## src/rtl/p251_mul_arbiter_if.sv

```systemverilog
// Request/result bus of the shared GF(251) multiplier.
// The master side is the requesters plus the result consumer; the slave side is the arbiter.
interface p251_mul_arbiter_if #(
  parameter int N_REQ = 2,
  parameter int TAG_W = 4,
  parameter int ID_W  = 3
);
  logic [N_REQ-1:0]       i_req_valid;
  logic [N_REQ-1:0]       o_req_ready;
  logic [8*N_REQ-1:0]     i_req_a;
  logic [8*N_REQ-1:0]     i_req_b;
  logic [TAG_W*N_REQ-1:0] i_req_tag;
  logic                   o_res_valid;
  logic                   i_res_ready;
  logic [7:0]             o_res_c;
  logic [ID_W-1:0]        o_res_id;
  logic [TAG_W-1:0]       o_res_tag;
  logic                   o_busy;

  modport master (
    output i_req_valid, i_req_a, i_req_b, i_req_tag, i_res_ready,
    input  o_req_ready, o_res_valid, o_res_c, o_res_id, o_res_tag, o_busy
  );

  modport slave (
    input  i_req_valid, i_req_a, i_req_b, i_req_tag, i_res_ready,
    output o_req_ready, o_res_valid, o_res_c, o_res_id, o_res_tag, o_busy
  );
endinterface

```

## src/rtl/p251_mul_arbiter.sv

```systemverilog
// Round-robin arbiter sharing one 8x8 multiplier + mod-251 reducer between N_REQ requesters.
// Three pipeline stages (operands, product, reduced result), globally stalled by result backpressure.

module p251_mul_red (
  input  logic        i_start,
  input  logic [15:0] i_x,
  output logic [7:0]  o_c
);
  // 256 == 5 (mod 251): fold the high byte twice, then one conditional subtract.
  logic [10:0] fold1;
  logic [8:0]  fold2;
  logic [8:0]  fold3;

  always_comb begin
    fold1 = 11'(i_x[15:8]) * 11'd5 + 11'(i_x[7:0]);
    fold2 = 9'(fold1[10:8]) * 9'd5 + 9'(fold1[7:0]);
    fold3 = (fold2 >= 9'd251) ? (fold2 - 9'd251) : fold2;
    o_c   = i_start ? 8'(fold3) : 8'd0;
  end
endmodule

module p251_mul_arbiter #(
  parameter int N_REQ = 2,
  parameter int TAG_W = 4,
  parameter int ID_W  = 3
) (
  input  logic               i_clk,
  input  logic               i_rst,
  p251_mul_arbiter_if.slave  bus
);
  localparam logic [ID_W:0] N_REQ_W = (ID_W+1)'(N_REQ);

  logic [7:0]       a_arr   [N_REQ];
  logic [7:0]       b_arr   [N_REQ];
  logic [TAG_W-1:0] tag_arr [N_REQ];

  for (genvar gi = 0; gi < N_REQ; gi++) begin : g_unpack
    assign a_arr[gi]   = bus.i_req_a[gi*8 +: 8];
    assign b_arr[gi]   = bus.i_req_b[gi*8 +: 8];
    assign tag_arr[gi] = bus.i_req_tag[gi*TAG_W +: TAG_W];
  end

  logic [ID_W-1:0]  ptr_reg;
  logic             s1_valid_reg, s2_valid_reg, res_valid_reg;
  logic [7:0]       s1_a_reg, s1_b_reg;
  logic [ID_W-1:0]  s1_id_reg, s2_id_reg, res_id_reg;
  logic [TAG_W-1:0] s1_tag_reg, s2_tag_reg, res_tag_reg;
  logic [15:0]      s2_prod_reg;
  logic [7:0]       res_c_reg;
  logic [7:0]       red_c;

  logic             adv;
  logic [ID_W:0]    start_idx, pos, idx;
  logic [N_REQ-1:0] rot, grant_raw, req_ready;
  logic             found, accept;
  logic [7:0]       sel_a, sel_b;
  logic [TAG_W-1:0] sel_tag;

  assign adv = !res_valid_reg | bus.i_res_ready;

  // Rotate the valids so the search always starts at bit 0, then map the winner back.
  always_comb begin
    start_idx = {1'b0, ptr_reg} + (ID_W+1)'(1);
    if (start_idx >= N_REQ_W) start_idx = '0;
    rot   = N_REQ'({bus.i_req_valid, bus.i_req_valid} >> start_idx);
    pos   = '0;
    found = 1'b0;
    for (int p = N_REQ - 1; p >= 0; p--) begin
      if (rot[p]) begin
        pos   = (ID_W+1)'(p);
        found = 1'b1;
      end
    end
    idx = start_idx + pos;
    if (idx >= N_REQ_W) idx = idx - N_REQ_W;

    grant_raw = '0;
    sel_a     = '0;
    sel_b     = '0;
    sel_tag   = '0;
    for (int j = 0; j < N_REQ; j++) begin
      grant_raw[j] = found && (idx == (ID_W+1)'(j));
      if (grant_raw[j]) begin
        sel_a   = a_arr[j];
        sel_b   = b_arr[j];
        sel_tag = tag_arr[j];
      end
    end
    req_ready = grant_raw & {N_REQ{adv & !i_rst}};
    accept    = |req_ready;
  end

  p251_mul_red u_red (
    .i_start (s2_valid_reg),
    .i_x     (s2_prod_reg),
    .o_c     (red_c)
  );

  always_ff @(posedge i_clk) begin
    if (i_rst) begin
      ptr_reg       <= ID_W'(N_REQ - 1);
      s1_valid_reg  <= 1'b0;
      s1_a_reg      <= '0;
      s1_b_reg      <= '0;
      s1_id_reg     <= '0;
      s1_tag_reg    <= '0;
      s2_valid_reg  <= 1'b0;
      s2_prod_reg   <= '0;
      s2_id_reg     <= '0;
      s2_tag_reg    <= '0;
      res_valid_reg <= 1'b0;
      res_c_reg     <= '0;
      res_id_reg    <= '0;
      res_tag_reg   <= '0;
    end else if (adv) begin
      if (accept) ptr_reg <= ID_W'(idx);
      s1_valid_reg  <= accept;
      s1_a_reg      <= sel_a;
      s1_b_reg      <= sel_b;
      s1_id_reg     <= ID_W'(idx);
      s1_tag_reg    <= sel_tag;
      s2_valid_reg  <= s1_valid_reg;
      s2_prod_reg   <= 16'(s1_a_reg) * 16'(s1_b_reg);
      s2_id_reg     <= s1_id_reg;
      s2_tag_reg    <= s1_tag_reg;
      res_valid_reg <= s2_valid_reg;
      res_c_reg     <= red_c;
      res_id_reg    <= s2_id_reg;
      res_tag_reg   <= s2_tag_reg;
    end
  end

  assign bus.o_req_ready = req_ready;
  assign bus.o_res_valid = res_valid_reg;
  assign bus.o_res_c     = res_c_reg;
  assign bus.o_res_id    = res_id_reg;
  assign bus.o_res_tag   = res_tag_reg;
  assign bus.o_busy      = s1_valid_reg | s2_valid_reg | res_valid_reg;

  // Operands above 250 give an undefined residue; flag them in simulation.
  a_canonical: assert property (@(posedge i_clk) disable iff (i_rst)
    accept |-> (sel_a <= 8'd250 && sel_b <= 8'd250));
endmodule

```

## src/flat_wrapper.sv

```systemverilog
// flat-port wrapper written by rule: the top's interface ports become plain ports
module p251_mul_arbiter_flat 
#(
  parameter int N_REQ = 2,
  parameter int TAG_W = 4,
  parameter int ID_W  = 3
)
  (i_clk, i_rst, bus_i_req_valid, bus_i_req_a, bus_i_req_b, bus_i_req_tag, bus_i_res_ready, bus_o_req_ready, bus_o_res_valid, bus_o_res_c, bus_o_res_id, bus_o_res_tag, bus_o_busy);
  p251_mul_arbiter_if #(.N_REQ(N_REQ), .TAG_W(TAG_W), .ID_W(ID_W)) bus_i ();
  input  logic i_clk;
  input  logic i_rst;
  input wire logic [$bits(bus_i.i_req_valid)-1:0] bus_i_req_valid;
  input wire logic [$bits(bus_i.i_req_a)-1:0] bus_i_req_a;
  input wire logic [$bits(bus_i.i_req_b)-1:0] bus_i_req_b;
  input wire logic [$bits(bus_i.i_req_tag)-1:0] bus_i_req_tag;
  input wire logic [$bits(bus_i.i_res_ready)-1:0] bus_i_res_ready;
  output wire logic [$bits(bus_i.o_req_ready)-1:0] bus_o_req_ready;
  output wire logic [$bits(bus_i.o_res_valid)-1:0] bus_o_res_valid;
  output wire logic [$bits(bus_i.o_res_c)-1:0] bus_o_res_c;
  output wire logic [$bits(bus_i.o_res_id)-1:0] bus_o_res_id;
  output wire logic [$bits(bus_i.o_res_tag)-1:0] bus_o_res_tag;
  output wire logic [$bits(bus_i.o_busy)-1:0] bus_o_busy;
  assign bus_i.i_req_valid = bus_i_req_valid;
  assign bus_i.i_req_a = bus_i_req_a;
  assign bus_i.i_req_b = bus_i_req_b;
  assign bus_i.i_req_tag = bus_i_req_tag;
  assign bus_i.i_res_ready = bus_i_res_ready;
  assign bus_o_req_ready = bus_i.o_req_ready;
  assign bus_o_res_valid = bus_i.o_res_valid;
  assign bus_o_res_c = bus_i.o_res_c;
  assign bus_o_res_id = bus_i.o_res_id;
  assign bus_o_res_tag = bus_i.o_res_tag;
  assign bus_o_busy = bus_i.o_busy;
  p251_mul_arbiter #(.N_REQ(N_REQ), .TAG_W(TAG_W), .ID_W(ID_W)) u_core (.i_clk(i_clk), .i_rst(i_rst), .bus(bus_i));
endmodule
```

## config.mk

```make
export PLATFORM = sky130hd
export DESIGN_NAME = p251_mul_arbiter_flat
export DESIGN_NICKNAME = d
export VERILOG_FILES = /design/src/rtl/p251_mul_arbiter_if.sv /design/src/rtl/p251_mul_arbiter.sv /design/src/flat_wrapper.sv
export SDC_FILE = /design/constraint.sdc
export NUM_CORES = 1
export LEC_CHECK = 0
export CAP_MARGIN = 20
export CORE_ASPECT_RATIO = 1.1
export CORE_MARGIN = 5
export CORE_UTILIZATION = 40
export DETAILED_ROUTE_END_ITERATION = 8
export PLACE_DENSITY_LB_ADDON = 0.2
export SLEW_MARGIN = 30
export SYNTH_ARGS = -nofsm -noshare
export SYNTH_HDL_FRONTEND = slang
export SYNTH_SLANG_ARGS = --single-unit
```

## constraint.sdc

```tcl
create_clock -name i_clk -period 6.9 [get_ports i_clk]
set_clock_uncertainty 0.2 [all_clocks]
set_input_delay 1.38 -clock i_clk [delete_from_list [all_inputs] [get_ports i_clk]]
set_output_delay 1.38 -clock i_clk [all_outputs]
set_load 0.1 [all_outputs]
```

==> impl_metrics.yaml <==
yosys:
  mappedNetlistArea_mm2: 0.00575
  synth_seq_area_share_pct: 23.3
  synth_edf_count: 0
  synthesis.nets: 833
  dominantRegCellSynth: "sky130_fd_sc_hd__dfxtp_1"
  distinct_cell_type_count_of_the_synthesized_netlist: 53
  ys_warn_count: 0
  synth_cells: 673
  mean_instance_size_in_the_synthesized_netlist_um2: 8.55
  synth_seq_cells: 67
  synthArstFlopShare_pct: 0
floorplan:
  design.core.area_mm2: 0.0143
  die_h_um: 136
  placementRows: 46
  initial_utilization_pct: 40.3
  io-pin-count: 64
  design.die.area_mm2: 0.0169
  chipWidth_um: 124
detailed_routing:
  overall_via_count_from_detail_route: 4597
  routed_wl_um: 12600
  drt_initial_violations: 220
  detail_route.drc_violations: 0
  post_drt_via_cell_ratio: 4.99
  dr.pass1.iters: 6
  drtAntennaViolNets: 0
  avgRoutedWirePerCell_um: 13.7
layout:
  layout-area-overhead-vs-synth_pct: 19.6
  finalInstanceArea_mm2: 0.00688
  fraction_of_layout_cells_with_a_size_suffix_above_1_pct: 5.07
  fill_count: 1459
  layout.cells.most_common: "sky130_fd_sc_hd__nand2_1"
  most-common-layout-cells: "sky130_fd_sc_hd__nand2_1, sky130_fd_sc_hd__inv_1, sky130_fd_sc_hd__ha_1, sky130_fd_sc_hd__dfxtp_1, sky130_fd_sc_hd__clkdlybuf4s50_1"
  largest_register_ffs: 16
  final_core_utilization_pct: 48.2
  antenna_cells: 0
  final_cell_count_no_fill: 922
  finalNetCount: 885
sta:
  setup-tns-final_ns: 0
  final_critical_path_share_of_the_clock_period_pct: 90.2
  hold_viol_final: 0
  worst_slack_ns: 0.674
  rsz0062_at_grt: "false"
  layout_min_cycle_time_ns: 6.23
  max_slew_margin_pct: 33.9
  final-max-slew-violation-count: 0
  final-setup-viol-count: 0
  tightest_slew_ns: 0.988
  max_freq_ghz: 0.161
  fin_worst_hold_slack_ns: 0.248
hold_path:
  min_delay_path_depth: 2
  hold_path_startpoint: "u_core.bus.o_res_c[0]$_SDFFE_PP0N_"
  worstHoldPathType: "reg2reg"
clock_tree:
  numCtsBuffers: 9
  cts_setup_buffers: 0
  post_cts_resized: 0
  clock_insertion_delay_worst_skew_ns: 0.33
  h-tree-depth: 3
  hold_buffers: 0
  clock_sink_count: 67
  clock_tree.buffer_depth: 2
  cts_root_buffer: "sky130_fd_sc_hd__clkbuf_16"
  tritoncts: "yes"
  clock_transition_at_the_registers_of_the_reported_paths_ns: 0.06
placed_design:
  place_worst_setup_slack_ns: 0.692
  placement.io_buffers: 63
  place.gp.congestion: 0.803
  inst_count_dp: 906
  detailed_place_hpwl_um: 10100
  place_area_mm2: 0.00656
global_routing:
  groute.usage.overall_pct: 15.5
  grt_pass1_wl_um: 22100
  gr-total-overflow: 0
  grt_max_degree: 42
  number_of_antenna_violations_at_the_first_check_in_global_routing: 0
  first_global_vias: 4798
pwr:
  pwr_density_cell_mw_per_mm2: 155
  ir_worst_vdd_uv: 116
  total_power_mw: 1.07
  leakage_nw: 3.24
setup_path:
  ff2ff_path_depth: 20
  crit_slowest_cell: "sky130_fd_sc_hd__or4_4"
  end_kind: "flop"
  crit_type: "reg2reg"
  critPathBufInv: 2
  critPathArrivalTime_ns: 6.24
  critPathTopFamily: "compound AO/OA/AOI/OAI gates"
  timing.reg2reg.setup_slack_ns: 0.67
  critical_path_peak_fanout: 8
  crit_path_start: "u_core.s2_prod_reg[9]$_SDFFE_PP0N_"
  worst_setup_path_start_kind: "flop"
  worst_path_largest_cell_delay_ns: 0.56
  worstReg2RegStart: "u_core.s2_prod_reg[9]$_SDFFE_PP0N_"
  critical_path.cell_chain: "ha_1 -> fa_1 -> ha_1 -> nor2b_1 -> o31a_1 -> o31ai_1 -> nand2b_1 -> a21o_1 -> xor2_1 -> inv_1 -> fa_1 -> inv_1 -> ha_1 -> a211oi_2 -> nor2_4 -> xnor2_2 -> or4_4 -> o31ai_4 -> a211oi_1 -> a211o_1"
  worst-path-stages: 20
  critical-path-top-cell-by-count: "sky130_fd_sc_hd__ha_1"
  required_ns: 6.92
flow_run:
  max_cap_violations: 0
outcome:
  run_status: "complete, no violations"
path summary, 6_finish.rpt:
path                                             end
setup / recovery  u_core.bus.o_res_c[6]$_SDFFE_PP0N_
hold / removal    u_core.bus.o_res_c[0]$_SDFFE_PP0N_
setup reg to reg  u_core.bus.o_res_c[6]$_SDFFE_PP0N_
hold reg to reg   u_core.bus.o_res_c[0]$_SDFFE_PP0N_
cells in the mapped netlist (2+ instances only):
library cell | instances | area (um^2)
sky130_fd_sc_hd__nand2_1 | 115 | 432
sky130_fd_sc_hd__inv_1 | 75 | 282
sky130_fd_sc_hd__ha_1 | 71 | 888
sky130_fd_sc_hd__dfxtp_1 | 67 | 1340
sky130_fd_sc_hd__fa_1 | 44 | 881
sky130_fd_sc_hd__a21oi_1 | 38 | 190
sky130_fd_sc_hd__and2_1 | 33 | 206
sky130_fd_sc_hd__o21ai_0 | 31 | 155
sky130_fd_sc_hd__nor2_1 | 26 | 97.6
sky130_fd_sc_hd__clkbuf_1 | 25 | 93.8
sky130_fd_sc_hd__mux2i_1 | 24 | 240
sky130_fd_sc_hd__nor3_1 | 13 | 65.1
sky130_fd_sc_hd__a21o_1 | 11 | 82.6
sky130_fd_sc_hd__xnor2_1 | 11 | 96.3
sky130_fd_sc_hd__nand3_1 | 10 | 50.1
sky130_fd_sc_hd__o21a_1 | 7 | 52.6
sky130_fd_sc_hd__xor2_1 | 7 | 61.3
sky130_fd_sc_hd__nor2b_1 | 5 | 31.3
sky130_fd_sc_hd__or3_1 | 5 | 31.3
sky130_fd_sc_hd__a211oi_1 | 4 | 30.0
sky130_fd_sc_hd__and3_1 | 4 | 25.0
sky130_fd_sc_hd__a32oi_1 | 3 | 26.3
sky130_fd_sc_hd__nand2b_1 | 3 | 18.8
sky130_fd_sc_hd__nand4_1 | 3 | 18.8
sky130_fd_sc_hd__nor4b_1 | 3 | 26.3
sky130_fd_sc_hd__o21ai_1 | 3 | 15.0
sky130_fd_sc_hd__or4_1 | 3 | 22.5
sky130_fd_sc_hd__a211o_1 | 2 | 17.5
sky130_fd_sc_hd__a22o_1 | 2 | 17.5
sky130_fd_sc_hd__a32o_1 | 2 | 20.0
logic make-up after synthesis:
kind of cell / count (synthesis) / share of synthesized area, %
DFF: 67 / 23.3
and+or+nand+nor: 229 / 18.9
buffers and inverters: 102 / 6.83
AOI/OAI and AO/OA: 116 / 13.0
other: 1 / 0.0652
muxes: 24 / 4.18
xor gates and xnor gates: 19 / 3.02
adders and majority gates: 115 / 30.8
layer usage:
layer | routed length (um) | vias to the layer above | share of wire [%] | track usage (%)
li1 | - | 2337 | - | -
met1 | 5440 | 2186 | 43 | 18.3
met2 | 6670 | 58 | 53 | 28.9
met3 | 300 | 16 | 2.4 | 2.37
met4 | 231 | 0 | 1.8 | 5.12
met5 | 0 | - | 0 | 0
where the power goes:
group | internal [mW] | leakage [nW] | switching, mW
Clock | 0.319 | 0.156 | 0.179
Sequential | 0.400 | 0.545 | 0.0186
Combinational | 0.0669 | 2.54 | 0.0844
Total | 0.786 | 3.24 | 0.282
area by class of cell:
class | count | area (um^2) | share of cell area [%]
multi-input combinational | 504 | 4030 | 58.6
sequential | 67 | 1340 | 19.5
timing repair buffer | 68 | 663 | 9.64
inverter | 75 | 282 | 4.09
tap | 192 | 240 | 3.49
clock buffer | 9 | 225 | 3.27
clock inverter | 7 | 98.8 | 1.44
worst reg2reg max path, delay by kind of cell (launching register included):
kind	cells	cell delay, ns
simple gates	4	0.90
buf+inv	2	0.14
fa+ha+maj	5	2.05
flops	1	0.33
xor+xnor	2	0.35
compound gates	7	2.15
(Power assumes the default switching activity.)
